## config.mk

```make
export PLATFORM = sky130hd
export DESIGN_NAME = matrix_display_fmt
export DESIGN_NICKNAME = d
export VERILOG_FILES = /design/src/rtl/matrix_pkg.sv /design/src/rtl/bin8_to_bcd3.sv /design/src/rtl/matrix_display_fmt.sv
export SDC_FILE = /design/constraint.sdc
export NUM_CORES = 1
export LEC_CHECK = 0
export ABC_AREA = 1
export CORE_MARGIN = 4
export CORE_UTILIZATION = 28
export CTS_CLUSTER_SIZE = 24
export DETAILED_ROUTE_END_ITERATION = 7
export PLACE_DENSITY = 0.46
export SETUP_SLACK_MARGIN = 0.4
export SLEW_MARGIN = 20
export SYNTH_ARGS = -nofsm -noshare
export SYNTH_HDL_FRONTEND = slang
export SYNTH_SLANG_ARGS = --single-unit
```

## constraint.sdc

```tcl
create_clock -name clk -period 4.49 [get_ports clk]
set_input_delay 0.898 -clock clk [delete_from_list [all_inputs] [get_ports clk]]
set_output_delay 0.898 -clock clk [all_outputs]
set_load 0.05 [all_outputs]
```

## src/rtl/matrix_pkg.sv

```systemverilog
`default_nettype none
// ============================================================================
//  Module      : matrix_pkg
//  Description : Shared limits, ASCII constants and the display FSM encoding
//                for the matrix display formatter.
//  Revision    : 1.0  initial release
// ============================================================================
package matrix_pkg;

    localparam int MAX_DIM = 5;

    localparam logic [7:0] CHAR_0  = 8'h30;
    localparam logic [7:0] CHAR_SP = 8'h20;
    localparam logic [7:0] CHAR_CR = 8'h0D;
    localparam logic [7:0] CHAR_LF = 8'h0A;

    typedef enum logic [2:0] {
        ST_IDLE     = 3'd0,
        ST_REQ      = 3'd1,
        ST_WAIT_ACK = 3'd2,
        ST_FETCH    = 3'd3,
        ST_CAPTURE  = 3'd4,
        ST_EMIT     = 3'd5,
        ST_ABORT    = 3'd6
    } disp_state_e;

endpackage
`default_nettype wire

```

## src/rtl/bin8_to_bcd3.sv

```systemverilog
`default_nettype none
// ============================================================================
//  Module      : bin8_to_bcd3
//  Description : Combinational 8-bit binary to three decimal digits using
//                compare/subtract steps, plus the count of significant digits.
//  Revision    : 1.0  initial release
// ============================================================================
module bin8_to_bcd3
    import matrix_pkg::*;
(
    input  logic [7:0] bin_in,
    output logic [1:0] hundreds,
    output logic [3:0] tens,
    output logic [3:0] ones,
    output logic [1:0] ndigits
);

    logic [7:0] w_rem_h;
    logic [7:0] w_rem_t;

    // Peel off hundreds, then tens with binary-weighted steps 80/40/20/10.
    always_comb begin
        hundreds = 2'd0;
        w_rem_h  = bin_in;
        if (bin_in >= 8'd200) begin
            hundreds = 2'd2;
            w_rem_h  = bin_in - 8'd200;
        end else if (bin_in >= 8'd100) begin
            hundreds = 2'd1;
            w_rem_h  = bin_in - 8'd100;
        end

        tens    = 4'd0;
        w_rem_t = w_rem_h;
        if (w_rem_t >= 8'd80) begin
            tens    = tens + 4'd8;
            w_rem_t = w_rem_t - 8'd80;
        end
        if (w_rem_t >= 8'd40) begin
            tens    = tens + 4'd4;
            w_rem_t = w_rem_t - 8'd40;
        end
        if (w_rem_t >= 8'd20) begin
            tens    = tens + 4'd2;
            w_rem_t = w_rem_t - 8'd20;
        end
        if (w_rem_t >= 8'd10) begin
            tens    = tens + 4'd1;
            w_rem_t = w_rem_t - 8'd10;
        end
        // remainder is below 10 here, so the low nibble holds it exactly
        ones = 4'(w_rem_t);

        if (hundreds != 2'd0) begin
            ndigits = 2'd3;
        end else if (tens != 4'd0) begin
            ndigits = 2'd2;
        end else begin
            ndigits = 2'd1;
        end
    end

endmodule
`default_nettype wire

```

## src/rtl/matrix_display_fmt.sv

```systemverilog
`default_nettype none
// ============================================================================
//  Module      : matrix_display_fmt
//  Description : Reads one stored matrix element by element and streams it as
//                decimal ASCII text (space separated, CR LF per row) over a
//                valid/ready byte interface.
//  Revision    : 1.0  initial release
// ============================================================================
module matrix_display_fmt
    import matrix_pkg::*;
#(
    parameter int         MAX_DIM     = matrix_pkg::MAX_DIM,
    parameter logic [7:0] SEP_CHAR    = matrix_pkg::CHAR_SP,
    parameter int         ACK_TIMEOUT = 4
) (
    input  logic       clk,
    input  logic       rst,
    input  logic       disp_req,
    input  logic [3:0] disp_id,
    input  logic [2:0] disp_m,
    input  logic [2:0] disp_n,
    output logic       start_disp,
    output logic [3:0] matrix_id_in,
    output logic       read_en,
    input  logic [7:0] data_out,
    input  logic       meta_info_valid,
    input  logic       error_flag,
    output logic [7:0] tx_data,
    output logic       tx_valid,
    input  logic       tx_ready,
    output logic       busy,
    output logic       done,
    output logic       err
);

    localparam int               ACK_W   = $clog2(ACK_TIMEOUT + 1);
    localparam logic [ACK_W-1:0] ACK_MAX = ACK_W'(ACK_TIMEOUT);
    localparam logic [2:0]       DIM_MAX = 3'(MAX_DIM);

    disp_state_e      state_q, state_d;
    logic [2:0]       m_q, m_d, n_q, n_d;
    logic [2:0]       row_q, row_d, col_q, col_d;
    logic [2:0]       ch_q, ch_d;
    logic [ACK_W-1:0] ack_q, ack_d;
    logic [7:0]       val_q, val_d;
    logic [3:0]       matrix_id_q, matrix_id_d;
    logic [7:0]       tx_data_q, tx_data_d;
    logic             tx_valid_q, tx_valid_d;
    logic             start_disp_q, start_disp_d;
    logic             read_en_q, read_en_d;
    logic             busy_q, busy_d;
    logic             done_q, done_d;
    logic             err_q, err_d;

    logic [1:0] w_hund;
    logic [3:0] w_tens;
    logic [3:0] w_ones;
    logic [1:0] w_ndig;
    logic       w_last_col;
    logic       w_last_row;
    logic       w_dims_ok;
    logic [2:0] w_last_idx;

    bin8_to_bcd3 u_bcd (
        .bin_in   (val_q),
        .hundreds (w_hund),
        .tens     (w_tens),
        .ones     (w_ones),
        .ndigits  (w_ndig)
    );

    // Byte idx of the current element's text: digits first, then separator or CR LF.
    function automatic logic [7:0] pick_char(
        input logic [2:0] idx,
        input logic [1:0] nd,
        input logic [1:0] h,
        input logic [3:0] t,
        input logic [3:0] o,
        input logic       last_col
    );
        logic [2:0] pos;
        logic [7:0] c;
        c   = CHAR_LF;
        pos = 3'd0;
        if (idx < {1'b0, nd}) begin
            // shift so that position 0 is always the hundreds digit
            pos = idx + 3'd3 - {1'b0, nd};
            case (pos)
                3'd0:    c = CHAR_0 + {6'd0, h};
                3'd1:    c = CHAR_0 + {4'd0, t};
                default: c = CHAR_0 + {4'd0, o};
            endcase
        end else if (last_col) begin
            c = (idx == {1'b0, nd}) ? CHAR_CR : CHAR_LF;
        end else begin
            c = SEP_CHAR;
        end
        return c;
    endfunction

    // Element/row position decode shared by the emit logic.
    always_comb begin
        w_last_col = (col_q == n_q - 3'd1);
        w_last_row = (row_q == m_q - 3'd1);
        w_dims_ok  = (disp_m != 3'd0) && (disp_m <= DIM_MAX) &&
                     (disp_n != 3'd0) && (disp_n <= DIM_MAX);
        w_last_idx = {1'b0, w_ndig} + {2'b00, w_last_col} - 3'd1 + 3'd1;
    end

    // Next-state and next-output logic for the display sequencer.
    always_comb begin
        state_d      = state_q;
        m_d          = m_q;
        n_d          = n_q;
        row_d        = row_q;
        col_d        = col_q;
        ch_d         = ch_q;
        ack_d        = ack_q;
        val_d        = val_q;
        matrix_id_d  = matrix_id_q;
        tx_data_d    = tx_data_q;
        tx_valid_d   = tx_valid_q;
        busy_d       = busy_q;
        start_disp_d = 1'b0;
        read_en_d    = 1'b0;
        done_d       = 1'b0;
        err_d        = 1'b0;

        case (state_q)
            ST_IDLE: begin
                if (disp_req) begin
                    m_d = disp_m;
                    n_d = disp_n;
                    if (w_dims_ok) begin
                        matrix_id_d  = disp_id;
                        busy_d       = 1'b1;
                        start_disp_d = 1'b1;
                        row_d        = 3'd0;
                        col_d        = 3'd0;
                        ch_d         = 3'd0;
                        state_d      = ST_REQ;
                    end else begin
                        err_d = 1'b1;
                    end
                end
            end

            ST_REQ: begin
                ack_d   = '0;
                state_d = ST_WAIT_ACK;
            end

            ST_WAIT_ACK: begin
                // a rejection outranks an acceptance seen in the same cycle
                if (error_flag || (!meta_info_valid && ack_q == ACK_MAX)) begin
                    err_d      = 1'b1;
                    busy_d     = 1'b0;
                    tx_valid_d = 1'b0;
                    state_d    = ST_ABORT;
                end else if (meta_info_valid) begin
                    read_en_d = 1'b1;
                    state_d   = ST_FETCH;
                end else begin
                    ack_d = ack_q + 1'b1;
                end
            end

            ST_FETCH: begin
                state_d = ST_CAPTURE;
            end

            ST_CAPTURE: begin
                val_d   = data_out;
                ch_d    = 3'd0;
                state_d = ST_EMIT;
            end

            ST_EMIT: begin
                if (!tx_valid_q) begin
                    tx_valid_d = 1'b1;
                    tx_data_d  = pick_char(ch_q, w_ndig, w_hund, w_tens, w_ones, w_last_col);
                end else if (tx_ready) begin
                    if (ch_q == w_last_idx) begin
                        tx_valid_d = 1'b0;
                        ch_d       = 3'd0;
                        if (w_last_col) begin
                            col_d = 3'd0;
                            if (w_last_row) begin
                                row_d   = 3'd0;
                                done_d  = 1'b1;
                                busy_d  = 1'b0;
                                state_d = ST_IDLE;
                            end else begin
                                row_d     = row_q + 3'd1;
                                read_en_d = 1'b1;
                                state_d   = ST_FETCH;
                            end
                        end else begin
                            col_d     = col_q + 3'd1;
                            read_en_d = 1'b1;
                            state_d   = ST_FETCH;
                        end
                    end else begin
                        ch_d      = ch_q + 3'd1;
                        tx_data_d = pick_char(ch_q + 3'd1, w_ndig, w_hund, w_tens, w_ones,
                                              w_last_col);
                    end
                end
            end

            ST_ABORT: begin
                state_d = ST_IDLE;
            end

            default: begin
                state_d = ST_IDLE;
            end
        endcase
    end

    // State and registered outputs; reset discards any element in flight.
    always_ff @(posedge clk) begin
        if (rst) begin
            state_q      <= ST_IDLE;
            m_q          <= 3'd0;
            n_q          <= 3'd0;
            row_q        <= 3'd0;
            col_q        <= 3'd0;
            ch_q         <= 3'd0;
            ack_q        <= '0;
            val_q        <= 8'd0;
            matrix_id_q  <= 4'd0;
            tx_data_q    <= 8'd0;
            tx_valid_q   <= 1'b0;
            busy_q       <= 1'b0;
            start_disp_q <= 1'b0;
            read_en_q    <= 1'b0;
            done_q       <= 1'b0;
            err_q        <= 1'b0;
        end else begin
            state_q      <= state_d;
            m_q          <= m_d;
            n_q          <= n_d;
            row_q        <= row_d;
            col_q        <= col_d;
            ch_q         <= ch_d;
            ack_q        <= ack_d;
            val_q        <= val_d;
            matrix_id_q  <= matrix_id_d;
            tx_data_q    <= tx_data_d;
            tx_valid_q   <= tx_valid_d;
            busy_q       <= busy_d;
            start_disp_q <= start_disp_d;
            read_en_q    <= read_en_d;
            done_q       <= done_d;
            err_q        <= err_d;
        end
    end

    assign start_disp   = start_disp_q;
    assign matrix_id_in = matrix_id_q;
    assign read_en      = read_en_q;
    assign tx_data      = tx_data_q;
    assign tx_valid     = tx_valid_q;
    assign busy         = busy_q;
    assign done         = done_q;
    assign err          = err_q;

endmodule
`default_nettype wire
```

==> results_tabular.tex, run 1 <==
\begin{tabular}{lr}
\hline
Metric & Value \\
\hline
\multicolumn{2}{l}{\textbf{Setup path}} \\
Critical path type & flop to flop \\
Beginning of the worst register-to-register path & val\_q[3] \\
FF-to-FF End & tx\_data[0] \\
Data arrival time of the worst path & 4.13 ns \\
Slowest library cell on the worst path & dfxtp\_4 \\
Largest fanout on the critical path & 5 \\
Data required time of the critical path & 4.72 ns \\
Reg2reg path depth & 34 \\
Critical Path Sink Type & flop \\
Nature of the critical path startpoint & flop \\
Register-to-Register Setup Slack & 0.59 ns \\
Critical Path Max Stage Delay & 0.36 ns \\
\multicolumn{2}{l}{\textbf{Power}} \\
Switching power total & 574 µW \\
Switching Fraction & 38.4\% \\
Clock network power share & 26.5\% \\
Seq pwr share & 29.6\% \\
Design internal power & 919 µW \\
Portion of total power attributed to combinational logic & 43.9\% \\
Cell area power density & 319 nW/µm² \\
VDD IR-drop max & 0.000186 V \\
Leakage power summed over all cells & 0.00206 µW \\
\multicolumn{2}{l}{\textbf{Clocking}} \\
CTS buffer count & 5 \\
CTS tree & done \\
CTS Root Buffer Type & clkbuf\_16 \\
Clock sink count & 45 \\
Hold buffer count at cts & 0 \\
Clock-pin slew on the worst setup and hold paths & 0.06 ns \\
Worst skew pair latency & 0.29 ns \\
Maximum level of the CTS H-tree & 2 \\
Maximum number of buffers from clock root to sink & 2 \\
\multicolumn{2}{l}{\textbf{Routing}} \\
Routed len/inst & 12.8 µm \\
Post-Route WL & 9.51 mm \\
Number of vias in the routed layout & 3568 \\
DR DRC count & 0 \\
Post-detailed-route count of antenna-violating nets & 0 \\
Average vias per placed instance & 4.81 \\
DR pass1 iterations & 4 \\
Number of design-rule violations left by the first detailed-router iteration & 78 \\
\multicolumn{2}{l}{\textbf{Global route}} \\
Maximum number of pins on one net before global-route repair & 25 \\
First-pass GRT wire length & 15.3 mm \\
Congestion Overflow GR & 0 \\
Gr usage total & 12.7\% \\
Via count of the first global-routing pass & 3376 \\
Antenna violations before repair & 0 \\
\multicolumn{2}{l}{\textbf{Die}} \\
Die H & 119 µm \\
Number of top-level pins & 42 \\
Chip Width & 119 µm \\
Total number of placement rows & 40 \\
Area of the core & 12000 µm² \\
Initial standard-cell utilization of the core & 28.7\% \\
Die Area & 14200 µm² \\
\multicolumn{2}{l}{\textbf{Layout}} \\
Layout area overhead & 35.7\% \\
Reg area & 907 µm² \\
Area taken by multi-input logic gates & 2520 µm² \\
Filler instances & 1314 \\
Non-filler instance count after layout & 742 \\
Post-layout net count & 643 \\
Layout cells sized above 1 & 24.0\% \\
Antenna cells & 0 \\
Core utilization of the finished layout & 38.9\% \\
\multicolumn{2}{l}{\textbf{Synth}} \\
Gate Count Post-Synth & 528 \\
Mapped cell area & 3450 µm² \\
Unique masters post-synth & 41 \\
Proportion of synthesized chip area in sequential cells & 26.1\% \\
Flops \& latches, synth & 45 \\
EDFF count, synth & 0 \\
Synthesized area per cell & 6.53 µm² \\
Cell accounting for the most synthesized area & dfxtp\_1 \\
Post-synth ARST share & 0\% \\
Leading post-synthesis cells by cell area & dfxtp\_1 (26\%), nand2\_1 (11\%), ha\_1 (9.1\%) \\
Synth top area share & 26.1\% \\
Synth Flop Type & dfxtp\_1 \\
Synth Warn \# & 0 \\
\multicolumn{2}{l}{\textbf{Timing}} \\
Count of pins over their slew limit & 0 \\
Hold Fails Final Rpt & 0 \\
Unrepaired setup endpoints after global routing & yes \\
Post-route fraction of the period consumed by the critical path & 86.9\% \\
Worst slew pin tran & 0.697 ns \\
Achievable Freq & 256 MHz \\
Headroom to the max-slew limit & 53.5\% \\
Final critical path time including I/O delays and setup & 3.90 ns \\
Max Clock Skew & 0.00571 ns \\
Total negative slack for setup checks & 0 ns \\
Hold slack & 0.443 ns \\
Final setup fails & 0 \\
\multicolumn{2}{l}{\textbf{Worst hold path}} \\
Hold Crit Depth & 2 \\
HP Start & tx\_data[4] \\
Hold crit path type & flop to flop \\
Hold-critical path endpoint & tx\_data[4] \\
\multicolumn{2}{l}{\textbf{Status}} \\
Run status & completed \\
\multicolumn{2}{l}{\textbf{Placed design}} \\
Final HPWL from detailed placement & 7.05 mm \\
Final weighted congestion in routability-driven placement & 0.832 \\
Count of port buffers added during placement & 39 \\
Cells after DPL & 713 \\
\multicolumn{2}{l}{\textbf{Run}} \\
\# Max-Cap Violations & 0 \\
\hline
\end{tabular}
## metrics by stage
stage / instance area (µm²) / power (µW) / setup slack (ns)
2_1_floorplan: 3450 / 822 / 0.676
3_3_place_gp: 4030 / 965 / 0.235
3_5_place_dp: 4030 / 965 / 0.169
4_1_cts: 4200 / 1380 / 0.420
5_1_grt: 4680 / 1600 / 0.256
6_report: 4680 / 1490 / 0.590
## cells in the final DEF, fill, tap and decap left out, types with 3 or more instances in the layout
master and count:
o21ai_1 6, nand3_2 12, nor3_1 6, buf_4 25, xnor2_1 10, inv_2 16
nand3_1 24, a21oi_2 4, nand2_1 92, xor2_1 6, a21oi_1 41, inv_1 64
ha_4 6, o21ai_0 31, nand4_1 8, clkbuf_16 5, clkdlybuf4s50_1 39, nor2_4 10
o21ai_2 3, ha_1 16, nand2_4 5, a31oi_1 4, nor2_2 6, ha_2 3
dfxtp_1 42, inv_4 3, nand2_2 23, nor2_1 46
## power groups by stage
stage / clock network (µW) / registers, µW / logic [µW]
6_report: 396 / 441 / 655
5_1_grt: 424 / 444 / 732
4_1_cts: 410 / 441 / 528
3_5_place_dp: 0 / 449 / 515
3_3_place_gp: 0 / 449 / 515
2_1_floorplan: 0 / 469 / 353
## what timing repair did
item	in CTS	in global routing
gates cloned	0	1
setup endpoints to repair	10	22
buffers inserted	0	20
resized for setup	9	84
pin swaps	2	40
## state kept, by name (all words and copies together), names as in the netlist, 3 cells and up
signal,cells
row_q,3
state_q,3
n_q,3
val_q,8
m_q,3
ack_q,3
tx_data,6
matrix_id_in,4
col_q,3
ch_q,3
## cells by family (layout without fill, tap and decap cells)
kind of cell / count (synthesis) / count (layout) / share of synthesized area, %
compound gates: 102 / 102 / 16.2
xor+xnor: 18 / 18 / 4.57
fa+ha+maj: 25 / 25 / 9.07
buf+inv: 92 / 157 / 10.2
flops: 45 / 45 / 26.1
other cells: 1 / 2 / 0.109
simple gates: 245 / 246 / 33.6
## worst max path at each step
stage	depth (start not counted)	slack, ns	start	to
floorplan	28	0.68	val_q[3]	row_q[0]
global placement	34	0.23	val_q[3]	tx_data[0]
detailed placement	34	0.17	val_q[3]	tx_data[0]
CTS	34	0.42	val_q[3]	tx_data[0]
global route	33	0.26	val_q[4]	tx_data[0]
finish	34	0.59	val_q[3]	tx_data[0]
## critical path, delay by kind of cell (launching register included)
family / cells / cell delay [ns]
buffers and inverters: 6 / 0.44
AOI/OAI and AO/OA: 5 / 0.65
DFF: 1 / 0.36
xor gates and xnor gates: 1 / 0.14
and+or+nand+nor: 19 / 1.72
adders and majority gates: 3 / 0.52
## metal layers
layer	vias to the layer above	wire length, µm	track usage (%)
li1	1837	-	-
met1	1667	4180	15.0
met2	55	4950	23.7
met3	9	255	1.90
met4	0	117	3.62
met5	-	0	0
## cells in the mapped netlist, types with 5 or more instances
cell type / n
a21oi_1: 45
clkbuf_1: 5
dfxtp_1: 45
ha_1: 25
inv_1: 77
inv_2: 7
nand2_1: 104
nand2_2: 12
nand2_4: 5
nand3_1: 31
nand3_2: 6
nand4_1: 8
nor2_1: 55
nor3_1: 8
o21ai_0: 34
o21ai_1: 6
xnor2_1: 12
xor2_1: 6
## area by class of cell
class / count / area share [%]
sequential: 45 / 19.4
clock buffer: 7 / 3.26
timing repair buffer: 64 / 12.4
multi-input combinational: 393 / 53.9
tap: 147 / 3.93
clock inverter: 1 / 0.107
inverter: 85 / 7.09
Note: power is estimated with default switching activity, not from simulation.
==> run 2: changes to the inputs <==
- CORE_MARGIN: 4 -> default
==> results_tabular.tex, run 2 (synthesized netlist as in run 1, its figures left out) <==
\begin{tabular}{lr}
\hline
Metric & Value \\
\hline
\multicolumn{2}{l}{\textbf{Die}} \\
Area of the core & 12000 µm² \\
Number of top-level pins & 42 \\
Die Area & 12800 µm² \\
Initial standard-cell utilization of the core & 28.7\% \\
Chip Width & 113 µm \\
Total number of placement rows & 40 \\
Die H & 113 µm \\
\multicolumn{2}{l}{\textbf{Routing}} \\
Routed len/inst & 13.0 µm \\
DR pass1 iterations & 4 \\
Post-detailed-route count of antenna-violating nets & 0 \\
Number of vias in the routed layout & 3532 \\
Number of design-rule violations left by the first detailed-router iteration & 135 \\
Average vias per placed instance & 4.77 \\
DR DRC count & 0 \\
Post-Route WL & 9.60 mm \\
\multicolumn{2}{l}{\textbf{Timing}} \\
Count of pins over their slew limit & 0 \\
Total negative slack for setup checks & 0 ns \\
Final critical path time including I/O delays and setup & 4.03 ns \\
Achievable Freq & 248 MHz \\
Hold slack & 0.445 ns \\
Post-route fraction of the period consumed by the critical path & 89.7\% \\
Headroom to the max-slew limit & 54.3\% \\
Hold Fails Final Rpt & 0 \\
Max Clock Skew & 0.00833 ns \\
Final setup fails & 0 \\
Worst slew pin tran & 0.685 ns \\
Unrepaired setup endpoints after global routing & yes \\
\multicolumn{2}{l}{\textbf{Setup path}} \\
Data required time of the critical path & 4.68 ns \\
Nature of the critical path startpoint & flop \\
Cell type with the highest occurrence count on the critical path & nand2\_2 \\
Slowest library cell on the worst path & dfxtp\_4 \\
Crit path max-delay family & simple AND/OR/NAND/NOR gates \\
Beginning of the worst register-to-register path & val\_q[3] \\
Critical Path Max Stage Delay & 0.38 ns \\
Largest fanout on the critical path & 5 \\
Data arrival time of the worst path & 4.22 ns \\
Setup crit start & val\_q[3] \\
Worst path bufs/invs & 9 \\
Critical path type & flop to flop \\
Critical Path Sink Type & flop \\
\multicolumn{2}{l}{\textbf{Global route}} \\
Via count of the first global-routing pass & 3412 \\
Gr usage total & 14.9\% \\
Maximum number of pins on one net before global-route repair & 25 \\
First-pass GRT wire length & 15.3 mm \\
Antenna violations before repair & 0 \\
Congestion Overflow GR & 0 \\
\multicolumn{2}{l}{\textbf{Layout}} \\
Finished Cell Area & 4580 µm² \\
Layout cells sized above 1 & 20.2\% \\
Commonest non-fill, non-tap cell in the layout & nand2\_1 \\
Number of flip-flops in the largest register & 8 \\
Post-layout net count & 641 \\
Layout area overhead & 32.8\% \\
Most used cells in the layout excluding fill and tap cells & nand2\_1 (96), inv\_1 (68), nor2\_1 (46), a21oi\_1 (43), dfxtp\_1 (42) \\
Antenna cells & 0 \\
Reg with most FFs & val\_q \\
Core utilization of the finished layout & 38.1\% \\
\multicolumn{2}{l}{\textbf{Placed design}} \\
Final HPWL from detailed placement & 7.05 mm \\
Count of port buffers added during placement & 39 \\
Placed inst area & 4030 µm² \\
Final weighted congestion in routability-driven placement & 0.820 \\
\multicolumn{2}{l}{\textbf{Clocking}} \\
CTS tree & done \\
CTS Root Buffer Type & clkbuf\_16 \\
Maximum number of buffers from clock root to sink & 2 \\
Clock sink count & 45 \\
CTS buffer count & 5 \\
Worst skew pair latency & 0.29 ns \\
Clock-pin slew on the worst setup and hold paths & 0.07 ns \\
Maximum level of the CTS H-tree & 2 \\
\multicolumn{2}{l}{\textbf{Status}} \\
Run status & completed \\
\multicolumn{2}{l}{\textbf{Run}} \\
\# Max-Cap Violations & 0 \\
\multicolumn{2}{l}{\textbf{Power}} \\
Total Power Consumption & 1420 µW \\
Leakage power summed over all cells & 0.00204 µW \\
Cell area power density & 311 nW/µm² \\
VDD IR-drop max & 0.000154 V \\
\multicolumn{2}{l}{\textbf{Worst hold path}} \\
HP Start & tx\_data[4] \\
Hold crit path type & flop to flop \\
\hline
\end{tabular}
run 2: where the power goes:
group          total (µW)  switching (µW)  leakage (µW)  internal [µW]
combinational         620             379       0.00160            241
sequential            441            17.8      0.000368            423
clock                 363             158     0.0000706            205
run 2: path summary, 6_finish.rpt:
path / end / slack (ns) / cells past startpoint
max reg2reg: tx_data[2] / 0.46 / 35
min: tx_data[4] / 0.44 / 2
max: tx_data[2] / 0.46 / 35
min reg2reg: tx_data[4] / 0.44 / 2
run 2: layout make-up:
| cell class | instances | area (µm²) |
|---|---|---|
| repair buffers | 62 | 571 |
| well taps | 147 | 184 |
| multi-input cells | 393 | 2440 |
| fillers | 1292 | 7430 |
| clock inverters | 2 | 10.0 |
| inverters | 85 | 332 |
| clock buffers | 6 | 129 |
| flip-flops and latches | 45 | 907 |
run 2: per-stage QoR:
stage	worst slack, ns	instances
floorplan	0.676	529
CTS	0.403	722
detailed placement	0.161	713
finish	0.462	740
global placement	0.235	713
global route	0.173	740
run 2: routing by layer:
metal	share of wire, %	global-route usage [%]
met5	0	0
met4	1.8	4.91
met3	2.4	2.57
met2	52	28.4
met1	44	16.5
run 2: repair_timing:
item / CTS / global route
cloned: 0 / 1
setup endpoints to repair: 14 / 22
endpoints found under the hold margin: 0 / 0
hold buffers: 0 / 0
setup buffers: 1 / 17
resized for setup: 13 / 62
pin swaps: 4 / 35
run 2: tightest hold or removal path, stage by stage, from the launching register on:
cell,delay (ns)
dfxtp_1,0.31
inv_1,0.05
a21oi_1,0.05
==> run 3: changes to the inputs <==
- SKIP_LAST_GASP: default -> 1
==> results of run 3 <==
Same layout as run 2: the final DEF is identical, and so are final timing and power.
